## src/rtl/fifo_salida_demux.sv

```systemverilog
// fifo_salida_demux
//   First-word-fall-through FIFO placed after one output of the 32-bit demux.
//   Buffers words until the consumer (memory write port / register write-back)
//   accepts them. Overflow and underflow are latched as sticky debug flags.
//
// Ports
//   clk           rising-edge clock
//   rst_n         synchronous active-low reset (pointers, count, sticky flags)
//   escribir      push request, qualifies dato_entrada
//   dato_entrada  word from the demux
//   leer          pop request from the consumer
//   dato_salida   head-of-queue word, 0 while empty
//   vacio         no valid entries
//   lleno         PROFUNDIDAD entries held
//   cuenta        occupancy, 0..PROFUNDIDAD
//   desborde      sticky: push dropped while full
//   subdesborde   sticky: pop requested while empty

module fifo_salida_demux #(
  parameter int unsigned ANCHO       = 32,
  parameter int unsigned PROFUNDIDAD = 4,
  parameter int unsigned PTR_W       = $clog2(PROFUNDIDAD)
) (
  input  logic             clk,
  input  logic             rst_n,
  input  logic             escribir,
  input  logic [ANCHO-1:0] dato_entrada,
  input  logic             leer,
  output logic [ANCHO-1:0] dato_salida,
  output logic             vacio,
  output logic             lleno,
  output logic [PTR_W:0]   cuenta,
  output logic             desborde,
  output logic             subdesborde
);

  localparam logic [PTR_W:0] CUENTA_LLENA = (PTR_W+1)'(PROFUNDIDAD);

  logic [ANCHO-1:0] mem_q [PROFUNDIDAD];
  logic [PTR_W-1:0] wr_ptr_q, wr_ptr_d;
  logic [PTR_W-1:0] rd_ptr_q, rd_ptr_d;
  logic [PTR_W:0]   cuenta_q, cuenta_d;
  logic             desborde_q, desborde_d;
  logic             subdesborde_q, subdesborde_d;

  logic push_ok;
  logic pop_ok;

  // Flags are decoded from the registered count only, so no input reaches them
  // combinationally.
  assign vacio = (cuenta_q == '0);
  assign lleno = (cuenta_q == CUENTA_LLENA);

  always_comb begin
    pop_ok        = leer && !vacio;
    // A full FIFO still accepts a push when a pop frees the head slot this cycle.
    push_ok       = escribir && (!lleno || pop_ok);
    wr_ptr_d      = wr_ptr_q;
    rd_ptr_d      = rd_ptr_q;
    cuenta_d      = cuenta_q;
    desborde_d    = desborde_q;
    subdesborde_d = subdesborde_q;

    if (push_ok) wr_ptr_d = wr_ptr_q + 1'b1;
    if (pop_ok)  rd_ptr_d = rd_ptr_q + 1'b1;

    if (push_ok && !pop_ok)      cuenta_d = cuenta_q + 1'b1;
    else if (pop_ok && !push_ok) cuenta_d = cuenta_q - 1'b1;

    if (escribir && !push_ok) desborde_d    = 1'b1;
    if (leer && vacio)        subdesborde_d = 1'b1;
  end

  always_ff @(posedge clk) begin
    if (!rst_n) begin
      wr_ptr_q      <= '0;
      rd_ptr_q      <= '0;
      cuenta_q      <= '0;
      desborde_q    <= 1'b0;
      subdesborde_q <= 1'b0;
    end else begin
      wr_ptr_q      <= wr_ptr_d;
      rd_ptr_q      <= rd_ptr_d;
      cuenta_q      <= cuenta_d;
      desborde_q    <= desborde_d;
      subdesborde_q <= subdesborde_d;
    end
  end

  // Storage has no reset; stale contents are masked by vacio at the output.
  always_ff @(posedge clk) begin
    if (rst_n && push_ok) mem_q[wr_ptr_q] <= dato_entrada;
  end

  assign dato_salida = vacio ? '0 : mem_q[rd_ptr_q];
  assign cuenta      = cuenta_q;
  assign desborde    = desborde_q;
  assign subdesborde = subdesborde_q;

endmodule

```

## config.mk

```make
export PLATFORM = sky130hd
export DESIGN_NAME = fifo_salida_demux
export DESIGN_NICKNAME = d
export VERILOG_FILES = /design/src/rtl/fifo_salida_demux.sv
export SDC_FILE = /design/constraint.sdc
export NUM_CORES = 1
export LEC_CHECK = 0
export BUFFER_PORTS_ARGS = -buffer_cell sky130_fd_sc_hd__buf_2
export CAP_MARGIN = 20
export CORE_UTILIZATION = 51
export CTS_BUF_LIST = sky130_fd_sc_hd__clkbuf_2 sky130_fd_sc_hd__clkbuf_4 sky130_fd_sc_hd__clkbuf_8
export CTS_CLUSTER_DIAMETER = 40
export DETAILED_ROUTE_END_ITERATION = 6
export GPL_TIMING_DRIVEN = 0
export PLACE_DENSITY = 0.71
export SYNTH_ARGS = -nofsm -noshare
export SYNTH_HDL_FRONTEND = slang
export SYNTH_SLANG_ARGS = --single-unit
```

## constraint.sdc

```tcl
create_clock -name clk -period 3.7 [get_ports clk]
set_clock_uncertainty 0.05 [all_clocks]
set_input_delay 0.555 -clock clk [delete_from_list [all_inputs] [get_ports clk]]
set_output_delay 0.555 -clock clk [all_outputs]
set_load 0.01 [all_outputs]
```

Word-level counts from Yosys, hierarchy flattened
Memory sizes are Yosys's and may differ from the RTL's. A register that Yosys moved wholly into a read port is not among the register bits.
Cells that the tools add are included.
{"block": "classes", "addsub": 4, "n_eq_ne": 1, "mux": 7, "n_reduce_logical": 14}
{"operator": "2-to-1 mux 32 bit", "n": 1}
{"operator": "logical AND 1 bit", "n": 7}
{"operator": "2-to-1 mux 3 bit", "n": 2}
{"operator": "adder 2 x 1 -> 2 bit, second input constant", "n": 2}
{"operator": "zero test 1 bit", "n": 4}
{"operator": "2-to-1 mux 2 bit", "n": 2}
{"operator": "adder 3 x 1 -> 3 bit, second input constant", "n": 1}
{"operator": "== test 3 bit, second input constant", "n": 1}
{"operator": "zero test 3 bit", "n": 1}
{"operator": "subtractor 3 x 1 -> 3 bit, second input constant", "n": 1}
{"operator": "2-to-1 mux 1 bit", "n": 2}
{"operator": "nonzero test 2 bit", "n": 1}
{"operator": "logical OR 1 bit", "n": 1}
{"block": "totals", "reg_bits": 9, "mem_bits_rw": 128, "in_bits": 36, "out_inout_bits": 39, "word_cells": 32, "memories": 1}
{"memory": "mem_q", "depth": 4, "width": 32, "read_ports": 1, "rd_clocked_by_memory_dff": 1, "wr": 1, "line_no": "39", "source": "logic [ANCHO-1:0] mem_q [PROFUNDIDAD];"}

Longest topological paths before layout
Gate-level depths: netlist of run 1.
{"block": "depth", "ltp_word": 9, "mapped_depth": 8}

Least setup slack after synthesis of run 1
Ideal clock, no wire load.
{"block": "synth_path", "kind": "reg-to-reg", "from": "reg cuenta_q[0], in the netlist cuenta[0]", "to": "reg cuenta_q[2], in the netlist cuenta[2]", "t_arrival_ps": 2141, "slack_ps": 1433, "stages_incl_launch_ff": 9, "path_buffers": 0, "synth_period_minus_slack_ps": 2267, "cell_sequence": "dfxtp_1 -> nor3b_2 -> a21boi_2 -> ha_1 -> inv_1 -> fa_1 -> xor2_1 -> or3_1 -> a21boi_0"}
{"block": "synth_via", "elab_cells_between_ends": 16, "classes_between": "add/sub (2); eq/ne (1); mux (2); reduce/logical (11)"}
{"item": "from (decl)", "line_no": "42", "source": "logic [PTR_W:0] cuenta_q, cuenta_d;"}
{"item": "from (signal assigned)", "line_no": "84", "source": "cuenta_q <= cuenta_d;"}
{"item": "== test 3 bit *", "line_no": "52", "source": "assign lleno = (cuenta_q == CUENTA_LLENA);"}
{"item": "via lleno", "line_no": "31", "source": "output logic lleno,"}
{"item": "zero test 1 bit *", "line_no": "57", "source": "push_ok = escribir && (!lleno || pop_ok);"}
{"item": "logical OR 1 bit *", "line_no": "57"}
{"item": "logical AND 1 bit *", "line_no": "57"}
{"item": "zero test 1 bit", "line_no": "68", "source": "else if (pop_ok && !push_ok) cuenta_d = cuenta_q - 1'b1;"}
{"item": "logical AND 1 bit", "line_no": "68"}
{"item": "nonzero test 2 bit (no line)"}
The timed path passes the listed nets; every way through them passes the cells marked *. The select of a mux whose other input is x is not followed.
A chain may end at the register's enable or synchronous reset.

Final worst setup path of run 1
{"block": "layout_path", "from": "reg cuenta_q[1], in the netlist cuenta[1]", "to": "out dato_salida[7]"}
{"block": "layout_via", "elab_chain_len": 2}
{"item": "zero test 3 bit", "line_no": "51", "source": "assign vacio = (cuenta_q == '0);"}
{"item": "2-to-1 mux 32 bit", "line_no": "95", "source": "assign dato_salida = vacio ? '0 : mem_q[rd_ptr_q];"}
{"item": "to (decl)", "line_no": "29", "source": "output logic [ANCHO-1:0] dato_salida,"}
Every way passes these cells.

==> impl_metrics.csv, run 1 <==
group,metric,value,unit
yosys,yosysSeqAreaShare,73.6,%
timing,finalHoldViolCount,0,
setup_path,crit_type,"reg2out",
pwr,p_switching,1.29,mW
routing,vias,2640,
floorplan,num_rows,37,
yosys,synth_edf_count,128,
pwr,combPwrFrac,31.7,%
global_routing,grt_usage,17.4,%
global_routing,grt.overflow.total,0,
cells_and_area,syn2layout_area_growth,16.8,%
timing,fin_crit,2.64,ns
timing,slew_viol_final,0,
setup_path,critPathCaptureType,"primary output",
place,dp_hpwl,5.35,mm
setup_path,path_max_fanout,10,
routing,vias_per_cell,5.30,
worst_hold_path,hold_class,"in2reg",
floorplan,core-area,0.0104,sq mm
clock_tree,cts_tree,"done",
clock_tree,clk_pin_slew_worst_paths,0.08,ns
pwr,p_int,3.19,mW
yosys,synth_compound_area_share,1.09,%
yosys,syn_avg_cell_area,21.5,sq um
yosys,synth_top_cell_by_area,"edfxtp_1",
yosys,yosys.area_share.simple,7.37,%
yosys,netlist_instances,257,
place,placedCellCount,467,
yosys,ys_top_cells_by_count,"edfxtp_1 (128), mux4_2 (30), nor2b_1 (23)",
clock_tree,clk_latency,0.41,ns
yosys,synthMuxAreaShare,13.7,%
yosys,synth_top_cell_area_share,69.6,%
setup_path,crit_arrival,2.04,ns
floorplan,start_util,53.0,%
yosys,synth_xor_area_share,0.476,%
timing,period_share,71.4,%
setup_path,r2r_setup_slack,1.29,ns
clock_tree,post_cts_buffers,0,
clock_tree,clk_path_buf_depth,2,
floorplan,dieHeight,106,microns
timing,fin_setup_tns,0,ns
routing,drc_errors,0,
routing,wl,8.99,mm
yosys,synth_seq_cells,139,
yosys,synthArstFlopShare,0,%
routing,first_pass_iters,4,
cells_and_area,antenna_cells,0,
global_routing,antenna_found_initial,0,
setup_path,cp-start-kind,"register",
place,port_buffers,74,
timing,tightest_slew,0.865,ns
yosys,synth_area_leaders,"edfxtp_1 (70%), mux4_2 (12%), dfxtp_1 (4.0%), nor2b_4 (3.0%), nor2b_1 (2.6%)",
global_routing,grt_pass1_wl,14.1,mm
timing,rsz0062_at_grt,"false",
yosys,yosysUniqueCellTypes,30,
status,status,"finished, final reports clean",
pwr,cellPowerDensity,694,mW/mm^2
clock_tree,root_buffer,"clkbuf_8",
global_routing,grt_pass1_vias,2769,
cells_and_area,nets,392,
yosys,synth_top_family_by_area,"multiplexers",
routing,routedWlPerCell,18.0,microns
cells_and_area,final_cells,498,
floorplan,dieArea,0.0112,sq mm
clock_tree,cts_made_buffers,17,
routing,ant_nets,0,
yosys,synth_nets,299,
yosys,ys_warn_count,0,
yosys,syn_area,0.00552,sq mm
timing,fmax,379,MHz
clock_tree,holdBufCountCts,0,
pwr,clkPwrFrac,26.4,%
setup_path,crit_required,3.09,ns
yosys,synthAdderAreaFrac,1.50,%
routing,drt_iter0_markers,77,
clock_tree,clock-sinks,139,
floorplan,die_w,106,microns
pwr,power_leakage,2.30,nW
pwr,pwr-share-seq,41.8,%
global_routing,grt_start_max_net_pins,33,
place,gp_congestion,0.663,
cells_and_area,fillCellCount,767,
pwr,ir_worst_vdd,286,uV
yosys,synthMostInstantiatedCell,"edfxtp_1",
pwr,switching_share,28.7,%
clock_tree,cts_resized,0,
floorplan,boundaryPins,75,
yosys,synth_ff_type,"edfxtp_1",
cells_and_area,drive_above_1_share,44.5,%
run,drv_cap,0,
timing,finalSetupViolCount,0,
clock_tree,cts_max_level,4,
timing,slew_headroom,42.3,%
-- layer usage --
metal	part of all wire [%]	GRT usage (%)	wire length [microns]	vias up
li1	-	-	-	1209
met1	43	21.3	3840	1361
met2	52	29.4	4680	63
met3	4.3	5.27	389	7
met4	0.83	6.25	75	0
met5	0	0	0	-
-- final cells by class --
cell class / count / area (sq um) / area share (%)
plain buffers: 11 / 108 / 1.67
inverters: 4 / 15.0 / 0.233
multi-input cells: 103 / 1340 / 20.8
flip-flops and latches: 139 / 4060 / 63.0
clock inverters: 11 / 128 / 1.98
well taps: 136 / 170 / 2.64
clock buffers: 20 / 256 / 3.98
repair buffers: 74 / 370 / 5.74
-- cells in the final DEF (no fill, tap or decap) --
| cell | Yosys | final |
|---|---|---|
| a21boi_0 | 1 | 1 |
| inv_1 | 4 | 4 |
| nor2b_4 | 12 | 12 |
| a21oi_1 | 1 | 1 |
| buf_2 | 5 | 79 |
| a21boi_2 | 1 | 1 |
| a21boi_1 | 1 | 1 |
| nor3_2 | 1 | 1 |
| clkinv_1 | 0 | 4 |
| a31oi_1 | 1 | 1 |
| o21ai_0 | 2 | 2 |
| xor2_1 | 1 | 1 |
| mux4_2 | 30 | 30 |
| clkbuf_1 | 1 | 1 |
| clkbuf_4 | 0 | 3 |
| fa_1 | 1 | 1 |
| bufinv_16 | 0 | 3 |
| and2_1 | 3 | 3 |
| clkinv_2 | 0 | 3 |
| mux2i_1 | 3 | 3 |
| o31ai_2 | 1 | 1 |
| edfxtp_1 | 128 | 128 |
| nor3b_2 | 1 | 1 |
| buf_4 | 1 | 1 |
| buf_6 | 1 | 1 |
| clkinvlp_4 | 0 | 1 |
| buf_12 | 3 | 3 |
| nor2b_1 | 23 | 23 |
| xnor2_1 | 2 | 2 |
| and3_2 | 0 | 4 |
| clkbuf_8 | 0 | 17 |
| or3_1 | 2 | 2 |
| dfxtp_1 | 11 | 11 |
| mux4_1 | 2 | 2 |
| nand2_1 | 5 | 5 |
| ha_1 | 5 | 5 |
-- stage by stage --
step / power [mW] / util [%] / area (sq um) / hold slack (ns) / setup slack, ns
final: 4.48 / 61.9 / 6450 / 0.306 / 1.06
after global routing: 4.70 / 61.9 / 6450 / 0.277 / 0.890
after CTS: 4.54 / 61.9 / 6450 / 0.278 / 0.998
after detailed placement: 3.36 / 58.2 / 6070 / 0.433 / 1.17
after global placement: 3.33 / 58.2 / 6060 / 0.418 / 0.712
after floorplan: 2.91 / - / 5520 / 0.406 / 1.43
-- power groups by stage --
| stage | Combinational (mW) | Sequential [mW] | Clock, mW |
|---|---|---|---|
| after global routing | 1.54 | 1.89 | 1.28 |
| after floorplan | 1.00 | 1.91 | 0 |
| after global placement | 1.43 | 1.91 | 0 |
| final | 1.42 | 1.87 | 1.18 |
| after detailed placement | 1.45 | 1.91 | 0 |
| after CTS | 1.45 | 1.88 | 1.22 |
-- critical path: stages (launching register included) --
cell     delay (ns)
dfxtp_1        0.39
nor3_2         0.56
buf_2          0.41
nor2b_1        0.10
buf_2          0.15
-- worst paths after layout --
kind,from,endpoint,cells past startpoint
worst min register to register,rd_ptr_q[1],rd_ptr_q[1],2
worst max register to register,cuenta[0],cuenta[2],8
worst max-delay path,cuenta[1],dato_salida[7],4
worst min-delay path,dato_entrada[23],mem_q[2][23],1
-- logic make-up (layout without fill, tap and decap cells) --
kind of cell	after synthesis	count (layout)
AND/OR/NAND/NOR	51	51
multiplexers	35	35
buffers and inverters	15	120
adder cells (fa/ha/maj)	6	6
XOR/XNOR	3	3
flip-flops	139	139
AO/OA/AOI/OAI	8	8
-- registers in the layout (all words and copies together), names as in the netlist, named ones only --
register,flops
cuenta,3
desborde,1
mem_q,128
rd_ptr_q,2
subdesborde,1
wr_ptr_q,2
No activity file was read; power rests on OpenSTA's default activity.
==> inputs of run 2 (changes only) <==
--- a/config.mk
+++ b/config.mk
@@ -5,6 +5,7 @@
 export SDC_FILE = /design/constraint.sdc
 export NUM_CORES = 1
 export LEC_CHECK = 0
+export ABC_AREA = 1
 export BUFFER_PORTS_ARGS = -buffer_cell sky130_fd_sc_hd__buf_2
 export CAP_MARGIN = 20
 export CORE_UTILIZATION = 51
@@ -12,7 +13,7 @@
 export CTS_CLUSTER_DIAMETER = 40
 export DETAILED_ROUTE_END_ITERATION = 6
 export GPL_TIMING_DRIVEN = 0
-export PLACE_DENSITY = 0.71
+export PLACE_DENSITY = 0.74
 export SYNTH_ARGS = -nofsm -noshare
 export SYNTH_HDL_FRONTEND = slang
 export SYNTH_SLANG_ARGS = --single-unit
==> constraint.sdc (replaced) <==
create_clock -name clk -period 2.41 [get_ports clk]
set_clock_uncertainty 0.05 [all_clocks]
set_input_delay 0.3615 -clock clk [delete_from_list [all_inputs] [get_ports clk]]
set_output_delay 0.3615 -clock clk [all_outputs]
set_load 0.01 [all_outputs]
==> run 2 against run 1 <==
  * Core utilization increased by 1.4 points
  * Register-to-register slack worse by 1.1 ns
  * Global-route usage grew 5.0 points
  * Sequential power up 52%
  * Combinational power up 45%
  * Clock power grew 50%
  * Critical path depth is 2 higher
  * Critical path type unchanged
  * Critical endpoint is now dato_salida[2]
  * Largest cell class unchanged
==> impl_metrics.csv, run 2 <==
group,metric,value,unit
yosys,yosysUniqueCellTypes,20,
clock_tree,clk_latency,0.44,ns
timing,period_share,93.8,%
clock_tree,clk_pin_slew_worst_paths,0.08,ns
routing,first_pass_iters,4,
routing,wl,11.5,mm
global_routing,grt.overflow.total,0,
yosys,ys_warn_count,0,
yosys,synth_xor_area_share,0.158,%
global_routing,grt_pass1_wl,18.4,mm
cells_and_area,largest_reg_flops,128,
setup_path,crit_arrival,1.85,ns
yosys,synth_edf_count,128,
yosys,syn_avg_cell_area,12.1,sq um
yosys,synthMuxAreaShare,0,%
yosys,yosysSeqAreaShare,73.5,%
yosys,synth_ff_type,"edfxtp_1",
pwr,switching_share,34.2,%
routing,drt_iter0_markers,255,
pwr,cellPowerDensity,1010,mW/mm^2
pwr,ir_worst_vdd,716,uV
clock_tree,root_buffer,"clkbuf_8",
place,dpl-instance-area,0.00620,sq mm
timing,tightest_slew,0.637,ns
place,pre_cts_slack,0.116,ns
cells_and_area,antenna_cells,0,
global_routing,antenna_found_initial,0,
yosys,yosys.area_share.simple,11.3,%
global_routing,grt_pass1_vias,3689,
yosys,synth_nets,499,
yosys,synth_area_leaders,"edfxtp_1 (69%), nor2_1 (9.6%), dfxtp_1 (4.0%), o21ai_1 (3.9%), a21oi_1 (3.4%)",
routing,drc_errors,0,
setup_path,worstPathCellList,"nor2_1, nand2_1, inv_2, buf_2, a21oi_1, buf_2",
floorplan,dieArea,0.0113,sq mm
cells_and_area,mostFrequentLayoutCells,"nor2_1 (137), edfxtp_1 (128), buf_2 (80)",
run,drv_cap,0,
setup_path,critPathBufInv,3,
pwr,combPwrFrac,30.8,%
cells_and_area,syn2layout_area_growth,19.2,%
yosys,netlist_instances,457,
timing,rsz0062_at_grt,"false",
cells_and_area,final_cell_area,0.00659,sq mm
floorplan,die_w,106,microns
yosys,synthAdderAreaFrac,1.49,%
clock_tree,clk_path_buf_depth,2,
routing,vias_per_cell,5.23,
timing,slew_headroom,57.4,%
routing,routedWlPerCell,16.4,microns
place,dp_hpwl,7.21,mm
status,status,"finished, final reports clean",
global_routing,grt_usage,22.3,%
setup_path,crit_required,2.00,ns
cells_and_area,fillCellCount,805,
yosys,ys_top_cells_by_count,"nor2_1 (141), edfxtp_1 (128), o21ai_1 (43)",
floorplan,num_rows,37,
timing,finalSetupViolCount,0,
global_routing,grt_start_max_net_pins,22,
cells_and_area,nets,596,
pwr,clkPwrFrac,26.6,%
setup_path,cp-start-kind,"register",
yosys,synthArstFlopShare,0,%
yosys,synth_seq_cells,139,
cells_and_area,final_common_cell,"nor2_1",
timing,slew_viol_final,0,
pwr,p_switching,2.29,mW
place,port_buffers,74,
routing,vias,3676,
clock_tree,cts_resized,0,
setup_path,critPathSlowestCell,"dfxtp_1",
yosys,synth_top_cell_by_area,"edfxtp_1",
yosys,synth_compound_area_share,9.45,%
floorplan,start_util,53.1,%
setup_path,critPathCaptureType,"primary output",
cells_and_area,drive_above_1_share,24.5,%
pwr,pwr-share-seq,42.7,%
routing,ant_nets,0,
setup_path,critPathMaxStageDelay,0.36,ns
yosys,synth_top_family_by_area,"simple AND/OR/NAND/NOR gates",
place,gp_congestion,0.755,
timing,setup_ws,0.149,ns
clock_tree,cts_max_level,4,
floorplan,dieHeight,106,microns
pwr,p_int,4.39,mW
yosys,synth_top_cell_area_share,69.5,%
setup_path,path_delay_family,"buffers and inverters",
floorplan,core-area,0.0104,sq mm
clock_tree,clock-sinks,139,
clock_tree,cts_made_buffers,17,
setup_path,path_max_fanout,10,
clock_tree,post_cts_buffers,0,
setup_path,crit_top_cell,"buf_2",
clock_tree,holdBufCountCts,0,
timing,fin_crit,2.26,ns
pwr,power_leakage,2.47,nW
yosys,synthMostInstantiatedCell,"nor2_1",
floorplan,boundaryPins,75,
cells_and_area,regMostFlops,"mem_q",
timing,finalHoldViolCount,0,
timing,fmax,442,MHz
setup_path,crit_type,"reg2out",
yosys,syn_area,0.00553,sq mm
clock_tree,cts_tree,"done",
worst_hold_path,hold_class,"in2reg",
-- run 2: changes by cell type in the layout (fill, tap and decap cells not counted), sizes merged, moves of 4 or more --
cell,before,now
and3,4,0
o21ai,2,65
nand2,5,15
inv,4,23
mux4,32,0
buf,84,92
nor2b,35,0
nor2,0,141
a21oi,1,38
nand3,0,6
clkbuf,21,29
-- run 2: path summary, 6_finish.rpt --
check | startpoint | to | slack [ns] | depth (start not counted)
max | cuenta[1] | dato_salida[2] | 0.15 | 6
min | dato_entrada[25] | mem_q[2][25] | 0.08 | 1
max reg2reg | cuenta[1] | mem_q[3][18] | 0.20 | 7
min reg2reg | desborde | desborde | 0.40 | 2
-- run 2: per-stage QoR --
stage | instances | util (%) | power, mW | hold slack [ns] | setup TNS [ns]
after floorplan | 457 | - | 4.15 | 0.410 | -41.02
after global placement | 667 | 58.3 | 4.88 | 0.396 | -179.58
after detailed placement | 671 | 59.6 | 4.96 | 0.398 | 0
after CTS | 703 | 63.2 | 6.71 | 0.0596 | 0
after global routing | 703 | 63.3 | 7.04 | 0.0588 | 0
final | 703 | 63.3 | 6.68 | 0.0779 | 0
-- run 2: metal layers --
layer	up-vias	track usage [%]	wire length, microns
met3	12	5.64	885
met1	1729	28.6	4800
met5	-	0	0
met2	145	36.6	5750
met4	0	8.63	112
li1	1790	-	-
-- run 2: cells by family after synthesis --
logic type / count (synthesis)
flops: 139
xor+xnor: 1
compound gates: 104
buf+inv: 43
simple gates: 164
fa+ha+maj: 6
-- run 2: layout make-up --
| cell class | instances | area [sq um] | area share (%) |
|---|---|---|---|
| Sequential cell | 139 | 4070 | 61.7 |
| Timing Repair Buffer | 78 | 473 | 7.17 |
| Clock inverter | 12 | 118 | 1.78 |
| Tap cell | 136 | 170 | 2.58 |
| Inverter | 20 | 75.1 | 1.14 |
| Buffer | 23 | 161 | 2.45 |
| Clock buffer | 20 | 256 | 3.89 |
| Multi-Input combinational cell | 275 | 1270 | 19.3 |
-- run 2: power by group through the flow --
stage	sequential, mW	clock [mW]	combinational, mW
after global routing	2.87	1.88	2.30
after CTS	2.85	1.79	2.06
after detailed placement	2.91	0	2.05
after global placement	2.91	0	1.97
after floorplan	2.91	0	1.24
final	2.85	1.77	2.06
